**src/rtl/fee_ctrl.sv**
```systemverilog
// fee_ctrl: parking-meter session controller feeding start/seltime/selmoney to the 7-segment scanner.
// Optional: define FEE_CTRL_RUN_ADD_EN to let key_add extend the time while the countdown runs.
module fee_ctrl #(
  parameter int SEC_DIV    = 1000,
  parameter int STEP       = 1,
  parameter int RATE       = 2,
  parameter int HOLD_TICKS = 3
) (
  input  logic       CLK,
  input  logic       RST_N,
  input  logic       key_start,
  input  logic       key_add,
  input  logic       key_confirm,
  input  logic       key_cancel,
  output logic       start,
  output logic [6:0] seltime,
  output logic [6:0] selmoney,
  output logic       busy,
  output logic       done
);

  // state     | meaning
  // ST_OFF    | display dark, waiting for a start press
  // ST_SELECT | user adds time units, confirm starts the countdown
  // ST_RUN    | counting seltime down once per tick, charge frozen
  // ST_DONE   | session over, charge shown for HOLD_TICKS ticks
  typedef enum logic [1:0] {
    ST_OFF    = 2'd0,
    ST_SELECT = 2'd1,
    ST_RUN    = 2'd2,
    ST_DONE   = 2'd3
  } state_t;

  localparam int TW = $clog2(SEC_DIV);
  localparam int HW = (HOLD_TICKS > 1) ? $clog2(HOLD_TICKS) : 1;
  localparam logic [TW-1:0] TICK_LAST = TW'(SEC_DIV - 1);
  localparam logic [HW-1:0] HOLD_LAST = HW'(HOLD_TICKS - 1);

  localparam int K_START   = 0;
  localparam int K_ADD     = 1;
  localparam int K_CONFIRM = 2;
  localparam int K_CANCEL  = 3;

  state_t        r_state;
  state_t        w_state_nxt;
  logic [3:0]    w_keys;
  logic [3:0]    r_sync1;
  logic [3:0]    r_sync2;
  logic [3:0]    r_prev;
  logic [3:0]    w_evt;
  logic [6:0]    r_seltime;
  logic [6:0]    r_selmoney;
  logic [6:0]    w_time_nxt;
  logic [6:0]    w_money_nxt;
  logic [6:0]    w_sel_time;
  logic [6:0]    w_sel_money;
  logic [6:0]    w_run_base;
  logic [TW-1:0] r_tick_cnt;
  logic [HW-1:0] r_hold_cnt;
  logic          r_done;
  logic          w_timed;
  logic          w_tick;
  logic          w_hold_done;

  function automatic logic [6:0] sat99(input logic [15:0] v);
    return (v > 16'd99) ? 7'd99 : v[6:0];
  endfunction

  assign w_keys = {key_cancel, key_confirm, key_add, key_start};
  assign w_evt  = r_sync2 & ~r_prev;

  assign w_timed     = (r_state == ST_RUN) || (r_state == ST_DONE);
  assign w_tick      = w_timed && (r_tick_cnt == TICK_LAST);
  assign w_hold_done = w_tick && (r_hold_cnt == HOLD_LAST);

  // Charge is derived from the already-saturated time, so it tracks what the user sees.
  assign w_sel_time  = sat99(16'(r_seltime) + 16'(STEP));
  assign w_sel_money = sat99(16'(w_sel_time) * 16'(RATE));
  assign w_run_base  = w_tick ? (r_seltime - 7'd1) : r_seltime;

`ifdef FEE_CTRL_RUN_ADD_EN
  logic [6:0] w_run_time;
  logic [6:0] w_run_money;
  assign w_run_time  = sat99(16'(w_run_base) + 16'(STEP));
  assign w_run_money = sat99(16'(r_selmoney) + 16'(STEP * RATE));
`endif

  always_comb begin
    w_state_nxt = r_state;
    w_time_nxt  = r_seltime;
    w_money_nxt = r_selmoney;
    case (r_state)
      ST_OFF: begin
        w_time_nxt  = 7'd0;
        w_money_nxt = 7'd0;
        if (w_evt[K_START]) w_state_nxt = ST_SELECT;
      end
      ST_SELECT: begin
        if (w_evt[K_CANCEL]) begin
          w_state_nxt = ST_OFF;
          w_time_nxt  = 7'd0;
          w_money_nxt = 7'd0;
        end else if (w_evt[K_CONFIRM] && (r_seltime != 7'd0)) begin
          w_state_nxt = ST_RUN;
        end else if (w_evt[K_ADD]) begin
          w_time_nxt  = w_sel_time;
          w_money_nxt = w_sel_money;
        end
      end
      ST_RUN: begin
        if (w_evt[K_CANCEL]) begin
          w_state_nxt = ST_OFF;
          w_time_nxt  = 7'd0;
          w_money_nxt = 7'd0;
        end else if (w_tick && (r_seltime <= 7'd1)) begin
          w_state_nxt = ST_DONE;
          w_time_nxt  = 7'd0;
        end else begin
          w_time_nxt = w_run_base;
`ifdef FEE_CTRL_RUN_ADD_EN
          if (w_evt[K_ADD]) begin
            w_time_nxt  = w_run_time;
            w_money_nxt = w_run_money;
          end
`endif
        end
      end
      ST_DONE: begin
        w_time_nxt = 7'd0;
        if (w_evt[K_CANCEL] || w_hold_done) begin
          w_state_nxt = ST_OFF;
          w_money_nxt = 7'd0;
        end else if (w_evt[K_START]) begin
          w_state_nxt = ST_SELECT;
          w_money_nxt = 7'd0;
        end
        // a start press outranks hold expiry on the same edge
        if (!w_evt[K_CANCEL] && w_evt[K_START]) w_state_nxt = ST_SELECT;
      end
      default: begin
        w_state_nxt = ST_OFF;
        w_time_nxt  = 7'd0;
        w_money_nxt = 7'd0;
      end
    endcase
  end

  always_ff @(posedge CLK or negedge RST_N) begin
    if (!RST_N) begin
      r_state <= ST_OFF;
    end else begin
      r_state <= w_state_nxt;
    end
  end

  always_ff @(posedge CLK or negedge RST_N) begin
    if (!RST_N) begin
      r_sync1    <= '0;
      r_sync2    <= '0;
      r_prev     <= '0;
      r_seltime  <= '0;
      r_selmoney <= '0;
      r_tick_cnt <= '0;
      r_hold_cnt <= '0;
      r_done     <= 1'b0;
    end else begin
      r_sync1    <= w_keys;
      r_sync2    <= r_sync1;
      r_prev     <= r_sync2;
      r_seltime  <= w_time_nxt;
      r_selmoney <= w_money_nxt;
      r_done     <= (w_state_nxt == ST_DONE) && (r_state != ST_DONE);
      if ((w_state_nxt != r_state) || w_tick || !w_timed) begin
        r_tick_cnt <= '0;
      end else begin
        r_tick_cnt <= r_tick_cnt + TW'(1);
      end
      if ((r_state != ST_DONE) || (w_state_nxt != ST_DONE)) begin
        r_hold_cnt <= '0;
      end else if (w_tick) begin
        r_hold_cnt <= r_hold_cnt + HW'(1);
      end
    end
  end

  assign start    = (r_state != ST_OFF);
  assign busy     = (r_state == ST_RUN);
  assign done     = r_done;
  assign seltime  = r_seltime;
  assign selmoney = r_selmoney;

endmodule

```
**config.mk**
```make
export PLATFORM = sky130hd
export DESIGN_NAME = fee_ctrl
export DESIGN_NICKNAME = d
export VERILOG_FILES = /design/src/rtl/fee_ctrl.sv
export SDC_FILE = /design/constraint.sdc
export NUM_CORES = 1
export LEC_CHECK = 0
export CORE_ASPECT_RATIO = 0.9
export CORE_MARGIN = 1.5
export CORE_UTILIZATION = 50
export CTS_CLUSTER_DIAMETER = 60
export CTS_CLUSTER_SIZE = 24
export DETAILED_ROUTE_END_ITERATION = 16
export MAX_ROUTING_LAYER = met4
export PLACE_DENSITY = 0.72
export SYNTH_ARGS = -nofsm -noshare
export SYNTH_HDL_FRONTEND = slang
export SYNTH_SLANG_ARGS = --single-unit
```
**constraint.sdc**
```tcl
create_clock -name CLK -period 2.6 [get_ports CLK]
set_input_delay 0.39 -clock CLK [delete_from_list [all_inputs] [get_ports CLK]]
set_output_delay 0.39 -clock CLK [all_outputs]
set_load 0.005 [all_outputs]
```
==> flow_summary.toml <==
[die]
die_h_um = 66.6
io_pins = 23
core-area_um2 = 4180
start_util = 0.537
rows = 22
die-area_um2 = 4910
die_w_um = 73.7

[placed_design]
port_buffers = 22
gp_congestion = 0.923
dpl.hpwl_mm = 3.47
post_dp_cell_area_um2 = 2580

[logic_synthesis]
netlist_area_um2 = 2250
async_reset_ff_frac = 1.00
syn_inst = 230
synth_cell_types = 58
avgSynthCellArea_um2 = 9.78
yosys_most_used_dff = "dfrtp_1"
synth.yosys.seq_area_share = 0.456
yosys_warnings = 0
syn_nets = 242
ys_ff_latch = 41
synth_enable_flop_cells = 0

[setup_path]
cp-startpoint = "seltime[0]"
max_stage_delay_ps = 390
path_class = "reg -> reg"
crit_slowest_cell = "dfrtp_1"
worstPathCellList = "ha_1, and2_1, a221oi_1, o21a_1, nor4b_2, buf_4, a221o_1, a22o_1"
cp-end-kind = "flop"
r2r-start = "seltime[0]"
worstPathArrival_ps = 2480
crit_fanout = 9
cp-start-kind = "flop"
required_ps = 2780

[clock_tree]
cts_resized = 0
clock_sinks = 41
clk_latency_ps = 290
path_clk_slew_ps = 70
cts_tree = "built"
htree_levels = 2
cts_hold_buf = 0
root_buffer = "clkbuf_8"
postCtsSetupBuffers = 0
clock_path_buffers = 2
cts_buffers = 5

[grt]
met1_usage = 0.317
grt-busiest-layer = "met1"
use_met2 = 0.314
overflow = 0
grt_pass1_vias = 1682
grt_util_met3 = 0.0499
grt_first_pass_wirelength_mm = 8.08
grt_max_degree = 42
grt_util_all_layers = 0.223
grt_antenna_before_repair = 0

[cells_and_area]
syn2layout_area_growth_pct = 20.1
multi_input_area_um2 = 1140
finish.instance_area_um2 = 2700
fillerInstances = 374
final_cell_mix = "dfrtp_1, nor2_1, nand2_1, clkdlybuf4s50_1, inv_1"
diodes = 0
final_nets = 273
area.sequential_um2 = 1030
layout_commonest_cell = "dfrtp_1"
drive_above_1_share = 0.115

[route]
drc = 0
drt_iter0_markers = 154
routed_wire_length_per_instance_um = 14.8
drt-total-wl_mm = 4.75
vias_per_cell = 5.67
ant_nets = 0
vias = 1827
firstDrtPassIters = 4

[power]
p_sw_uw = 916
p_comb_frac = 0.471
max-vdd-ir-drop_mv = 0.841
powerDensity_nw_per_um2 = 906
swShare = 0.374
p_leak_uw = 0.00117
power.internal_uw = 1530
p_seq_frac = 0.319
p_clk_frac = 0.210

[timing]
fin_setup_tns_ps = 0
worstMarginPinSlew_ps = 863
relSlewSlack = 0.424
finalClockSkew_ps = 7.17
period_needed_ps = 2300
slew_violations = 0
setup_viol = 0
fmax_mhz = 436
timing_hold_violations_final = 0
rsz0062_at_grt = "false"
fin_crit_sh = 0.883

[run]
cap_viol_max_count = 0

[outcome]
outcome = "completed"

[hold_path]
hp-class = "in -> async"
[final timing paths]
kind	to	slack, ps	cells after the start
worst max register to register	seltime[3]	300	8
worst max-delay path	seltime[3]	300	8
worst min register to register	r_sync2[0]	350	0
worst min-delay path	r_tick_cnt[5]	210	1
min in group CLK	r_sync2[0]	350	0
max in group asynchronous	seltime[2]	1840	1
[area by class of cell]
type	count	share of cell area
clock inverter	1	0.0111
inverter	12	0.0167
sequential	41	0.380
tap	60	0.0278
timing repair buffer	33	0.110
clock buffer	7	0.0320
multi-input combinational	168	0.422
[kinds of logic after synthesis]
logic type / after synthesis / share of synthesized area
AO/OA/AOI/OAI: 54 / 0.197
multiplexers: 2 / 0.00890
AND/OR/NAND/NOR: 95 / 0.222
XOR/XNOR: 11 / 0.0428
flip-flops: 41 / 0.456
adder cells (fa/ha/maj): 6 / 0.0334
buffers and inverters: 21 / 0.0395
[power groups by stage]
| stage | registers, uW | clock network (uW) | logic, uW |
|---|---|---|---|
| after floorplan | 794 | 0 | 740 |
| after global placement | 791 | 0 | 1140 |
| after detailed placement | 791 | 0 | 1130 |
| after CTS | 779 | 530 | 1140 |
| after global routing | 791 | 551 | 1260 |
| final | 780 | 514 | 1150 |
[per-stage QoR]
stage	total power, uW	instances	utilization	hold slack, ps	setup slack [ps]
2_1_floorplan	1530	230	-	94.4	407
3_3_place_gp	1930	314	0.618	332	390
3_5_place_dp	1920	314	0.618	335	334
4_1_cts	2450	322	0.645	247	307
5_1_grt	2600	322	0.645	303	206
6_report	2450	322	0.645	209	305
[synth_stat cells, types with 2 or more instances]
library cell / instances / area (um^2)
nand3_1: 7 / 35.0
o21ai_0: 5 / 25.0
nand4_1: 2 / 12.5
nor2_1: 28 / 105
o21a_1: 2 / 15.0
nand2_1: 22 / 82.6
ha_1: 6 / 75.1
o31ai_1: 4 / 30.0
and3_1: 5 / 31.3
a31oi_1: 3 / 18.8
a32oi_1: 2 / 17.5
xor2_1: 5 / 43.8
nor2b_1: 2 / 12.5
nor3b_1: 2 / 15.0
a21oi_1: 4 / 20.0
o22ai_1: 2 / 12.5
a221oi_1: 2 / 17.5
inv_1: 12 / 45.0
nand3b_1: 2 / 15.0
a22o_1: 9 / 78.8
a21o_1: 3 / 22.5
nand4b_1: 2 / 17.5
and2_1: 2 / 12.5
mux2i_1: 2 / 20.0
clkbuf_1: 5 / 18.8
nor3_1: 5 / 25.0
xnor2_1: 6 / 52.6
nand2b_1: 4 / 25.0
buf_2: 2 / 10.0
dfrtp_1: 41 / 1030
a211o_1: 2 / 17.5
o211ai_1: 4 / 30.0
[critical path: cells and delay by family, from the launching register on]
kind            cells  cell delay (ps)
compound gates      4             1010
flops               1              390
fa+ha+maj           1              310
simple gates        2              300
buf+inv             1              170
[sequential cells by signal, summed over array words and instances (netlist names)]
register / count
r_tick_cnt: 10
selmoney: 7
seltime: 7
r_prev: 4
r_sync1: 4
r_sync2: 4
r_hold_cnt: 2
r_state: 2
done: 1
[per-layer routing]
metal / wire, um / part of all wire
met2: 2060 / 0.43
met1: 2260 / 0.48
met4: 73 / 0.015
met5: 0 / 0
met3: 359 / 0.076
Note: power is estimated with default switching activity, not from simulation.
==> RTL change 1 (same settings) <==
Reset style: synchronous (`RST_N`), changed in 2 clocked blocks.
--- a/src/rtl/fee_ctrl.sv
+++ b/src/rtl/fee_ctrl.sv
@@ -145,7 +145,7 @@
     endcase
   end
 
-  always_ff @(posedge CLK or negedge RST_N) begin
+  always_ff @(posedge CLK) begin
     if (!RST_N) begin
       r_state <= ST_OFF;
     end else begin
@@ -153,7 +153,7 @@
     end
   end
 
-  always_ff @(posedge CLK or negedge RST_N) begin
+  always_ff @(posedge CLK) begin
     if (!RST_N) begin
       r_sync1    <= '0;
       r_sync2    <= '0;
Check against the original RTL: differs if RST_N is asserted again (counterexample within 4 cycles, from zero or initial values and one cycle with RST_N low); with RST_N held inactive, the same outputs for 10 cycles.
==> RTL change 1 against the unedited design <==
Area after synthesis increased by 1.9%. Worst hold slack better by 0.23 ns. Worst setup slack improved by 0.14 ns. Wire length grew 7.6%. Sequential cell count unchanged. Cell area is 0.51% lower. Critical path type unchanged. Highest routed layer unchanged.
Power is not compared: it rests on default switching activity, and its combinational part moved more than twofold at a synthesized area within 25%.
==> RTL change 1: results (changes against the unedited design) <==
Status
  – Status: completed

Layout
  – Ratio of cells with drive above 1 in the final layout: 9.967% (-1.5 points)
  – Number of fillers in the final layout: 415 (+11%)
  – Inverter count: 10 (-2)
  – Clock buffer cells: 5 (-2)
  – Total of plain and repair buffers excluding clock buffers: 32 (-3.0%)
  – Fraction of area in registers: 30.55% (-7.4 points)
  – Multi-input logic cell count: 210 (+25%)
  – Antenna diode count: 0 (unchanged)
  – Multi-input combinational cell area: 1361 sq um (+19%)
  – Fraction of area in non-clock buffers: 10.99% (-0.037 points)
  – Number of flip-flops in the largest register: 10 (unchanged)
  – Final-stage net count: 313 (+15%)
  – Clock network share of area: 3.493% (-0.82 points)

Route
  – Detailed-route wire length: 5112 microns (+7.6%)
  – Amount of wire on met2 after detailed routing: 2052 microns (-0.29%)
  – Length of routed wiring on met1: 2603 microns (+15%)
  – Wire length on met3: 402 microns (+12%)
  – Detailed router's first-iteration violation count: 223 (+45%)
  – Overall via count from detail_route: 2,117 (+16%)
  – Pre-antenna DRT Iters: 5 (+1)

Synthesis
  – Sequential-to-total area share from yosys stat: 35.81% (-9.8 points)
  – Register bit total from synthesis: 41 (unchanged)
  – Synthesis warning total: 0 (unchanged)
  – Cell variety after synth: 64 (+10%)
  – Top cells by count, synth: sky130_fd_sc_hd__dfxtp_1, sky130_fd_sc_hd__nand2_1, sky130_fd_sc_hd__nor2_1
  – Post-synth net total: 288 (+19%)
  – Async SR Flop Fraction: 0% (-100 points)
  – Largest cells by area after synthesis: sky130_fd_sc_hd__dfxtp_1, sky130_fd_sc_hd__and2_1, sky130_fd_sc_hd__ha_1

Clocking
  – Worst-path clk slew: 0.08 ns
  – Number of levels the H-tree was split into: 2 (unchanged)
  – CTS Root Buffer Type: sky130_fd_sc_hd__clkbuf_8
  – Clock buffer depth: 2 (unchanged)
  – Count of buffers added by post-CTS timing repair for setup: 0 (unchanged)

Placed design
  – Number of input and output port buffers inserted: 22 (unchanged)
  – HPWL after DPL: 3659 microns (+5.5%)
  – Pre-CTS setup slack: 0.4897 ns (+0.1561 ns)
  – RePlAce Congestion: 0.9271 (+0.40%)

GRT
  – Met1 layer usage reported by global route: 34.41% (+2.7 points)
  – Met3 track utilization from global routing: 4.030% (-0.96 points)
  – Wire length of the first global-routing pass: 8404 microns (+4.0%)
  – Met2 capacity usage during global routing: 29.69% (-1.7 points)
  – Initial antenna violation count: 0 (unchanged)
  – Number of global-route vias before repair: 1,751 (+4.1%)
  – Largest net degree at the start of global routing: 17 (-60%)
  – Total routing usage reported by global routing: 22.43% (+0.084 points)

Timing
  – Largest clock skew in the final design: 0.006865 ns (-0.0003025 ns)
  – Slew of the pin with the lowest slew margin: 0.4480 ns (-0.4153 ns)

Setup path
  – Arrival time at the worst endpoint: 2.35 ns (-0.13 ns)
  – Slowest CP cell: sky130_fd_sc_hd__dfxtp_1
  – Stage delay of the slowest cell on the critical path: 0.43 ns (+0.04 ns)
  – Top fanout value on the critical path: 8 (-1)

Worst hold path
  – Min-Delay Path Class: flip-flop to flip-flop

Power
  – Clock group power: 435 uW
  – Seq. pwr: 643 uW
RTL change 1: cell count changes in the layout (fill, tap and decap cells not counted), moves of 6 or more:
cell / unedited run / this run
sky130_fd_sc_hd__dfxtp_1: 0 / 41
sky130_fd_sc_hd__dfrtp_1: 41 / 0
sky130_fd_sc_hd__and3_1: 5 / 12
sky130_fd_sc_hd__a21oi_1: 4 / 13
sky130_fd_sc_hd__a22o_1: 9 / 0
sky130_fd_sc_hd__nand3_1: 7 / 17
sky130_fd_sc_hd__o21ai_0: 5 / 11
sky130_fd_sc_hd__and2_1: 2 / 15
sky130_fd_sc_hd__nor2_1: 28 / 22
RTL change 1: path summary, 6_finish.rpt:
kind               from          end  slack [ns]  cells past startpoint
max          seltime[0]  selmoney[3]        0.45                      8
min          r_sync1[3]   r_sync2[3]        0.44                      1
max reg2reg  seltime[0]  selmoney[3]        0.45                      8
min reg2reg  r_sync1[3]   r_sync2[3]        0.44                      1
RTL change 1: metrics by stage:
stage / power, uW / hold WS (ns) / cell area, sq um / instances
floorplan: 707.5 / 0.4119 / 2292 / 275
global placement: 737.6 / 0.4149 / 2592 / 355
detailed placement: 738.4 / 0.4211 / 2592 / 355
CTS: 1177 / 0.4425 / 2686 / 363
global route: 1208 / 0.4701 / 2686 / 363
finish: 1161 / 0.4388 / 2686 / 363
RTL change 1: logic make-up (layout without fill, tap and decap cells):
kind of cell	after synthesis	in the layout	share of synthesized area, %
multiplexers	2	2	0.8734
AND/OR/NAND/NOR	125	125	30.62
buffers and inverters	24	50	4.803
AO/OA/AOI/OAI	67	67	20.63
adder cells (fa/ha/maj)	7	7	3.821
flip-flops	41	41	35.81
XOR/XNOR	9	9	3.439
==> RTL change 2 (same flow settings) <==
Without the edit above. The parameter `SEC_DIV` goes from 1000 to 4000.
--- a/src/rtl/fee_ctrl.sv
+++ b/src/rtl/fee_ctrl.sv
@@ -1,7 +1,7 @@
 // fee_ctrl: parking-meter session controller feeding start/seltime/selmoney to the 7-segment scanner.
 // Optional: define FEE_CTRL_RUN_ADD_EN to let key_add extend the time while the countdown runs.
 module fee_ctrl #(
-  parameter int SEC_DIV    = 1000,
+  parameter int SEC_DIV    = 4000,
   parameter int STEP       = 1,
   parameter int RATE       = 2,
   parameter int HOLD_TICKS = 3
Formal check against the unedited RTL: same outputs for any inputs over 10 cycles, from zero or initial values and one cycle with RST_N low; that may be too few to reach the edited logic, so the function may still have changed.
==> RTL change 2 against the unedited design <==
Combinational power decreased by 3%. Cell area decreased by 0.28%. Largest cell class unchanged. Synthesized cell count increased by 6.1%. Wire length increased by 9.7%. Power about the same. Sequential cell count increased by 2. Worst setup slack got worse by 0.14 ns. Area after synthesis increased by 4.8%. Highest routed layer unchanged. Core utilization decreased by 4.6 points. Critical endpoint is now seltime[4]. Largest power group unchanged.
==> RTL change 2: results (changes against the unedited design) <==
Setup path
  – Worst R2R Setup Slack: 0.17 ns (-0.14 ns)
  – Arrival time at the worst endpoint: 2.60 ns (+0.12 ns)
  – Worst r2r path cells: 6 (-2)
  – Top fanout value on the critical path: 14 (+5)
  – Reg2Reg Capture Point: seltime[4]
  – Launching element of the worst setup path: seltime[1]

Timing
  – Largest clock skew in the final design: 0.006207 ns (-0.0009598 ns)

Layout
  – Ratio of cells with drive above 1 in the final layout: 9.023% (-2.4 points)
  – Number of fillers in the final layout: 409 (+9.4%)
  – Number of non-filler instances in the completed layout: 328 (+1.9%)
  – Number of flip-flops in the largest register: 12 (+2)
  – Final-stage net count: 277 (+1.5%)

Placed design
  – Pre-CTS setup slack: 0.2347 ns (-0.09897 ns)
  – Area after detailed placement: 2608 sq um (+0.92%)

Synthesis
  – Cell variety after synth: 57 (-1.7%)
  – Largest cells by area after synthesis: sky130_fd_sc_hd__dfrtp_1, sky130_fd_sc_hd__nor2_1, sky130_fd_sc_hd__nand2_1
  – Cells after synthesis: 244 (+6.1%)
  – Sequential-to-total area share from yosys stat: 45.67% (about the same)
  – Post-synth net total: 256 (+5.8%)

Status
  – Status: completed

GRT
  – Met2 capacity usage during global routing: 34.65% (+3.2 points)
  – Met3 track utilization from global routing: 5.891% (+0.90 points)
  – Total routing usage reported by global routing: 23.64% (+1.3 points)
  – Met1 layer usage reported by global route: 32.33% (+0.59 points)
  – Largest net degree at the start of global routing: 44 (+4.8%)

Route
  – Wire length on met3: 355 microns (-1.1%)
  – Amount of wire on met2 after detailed routing: 2360 microns (+15%)
  – Vias per cell: 5.878 (+3.6%)

Power
  – Reported leakage power: 0.001148 uW (-2.1%)
  – Power density relative to cell area: 908.2 nW/um^2 (+0.24%)
  – Maximum resistive drop on vdd: 0.4590 mV (-45%)
RTL change 2: kinds of logic after synthesis:
| kind of cell | after synthesis | synth area share, % |
|---|---|---|
| xor+xnor | 11 | 4.089 |
| mux | 3 | 1.328 |
| compound gates | 62 | 19.60 |
| buf+inv | 21 | 4.461 |
| simple gates | 98 | 21.67 |
| flops | 43 | 45.67 |
| fa+ha+maj | 6 | 3.186 |
RTL change 2: power breakdown:
| part | switching, uW | internal [uW] | leakage, uW |
|---|---|---|---|
| clock | 224 | 188 | 0.0000412 |
| combinational | 626 | 485 | 0.000542 |
| sequential | 161 | 761 | 0.000565 |
| total | 1010 | 1430 | 0.00115 |
RTL change 2: area by class of cell:
type,count,area share [%]
tap,62,2.881
sequential,43,39.96
clock inverter,2,0.4647
multi-input combinational,180,43.63
timing repair buffer,26,9.108
clock buffer,6,2.695
inverter,9,1.255
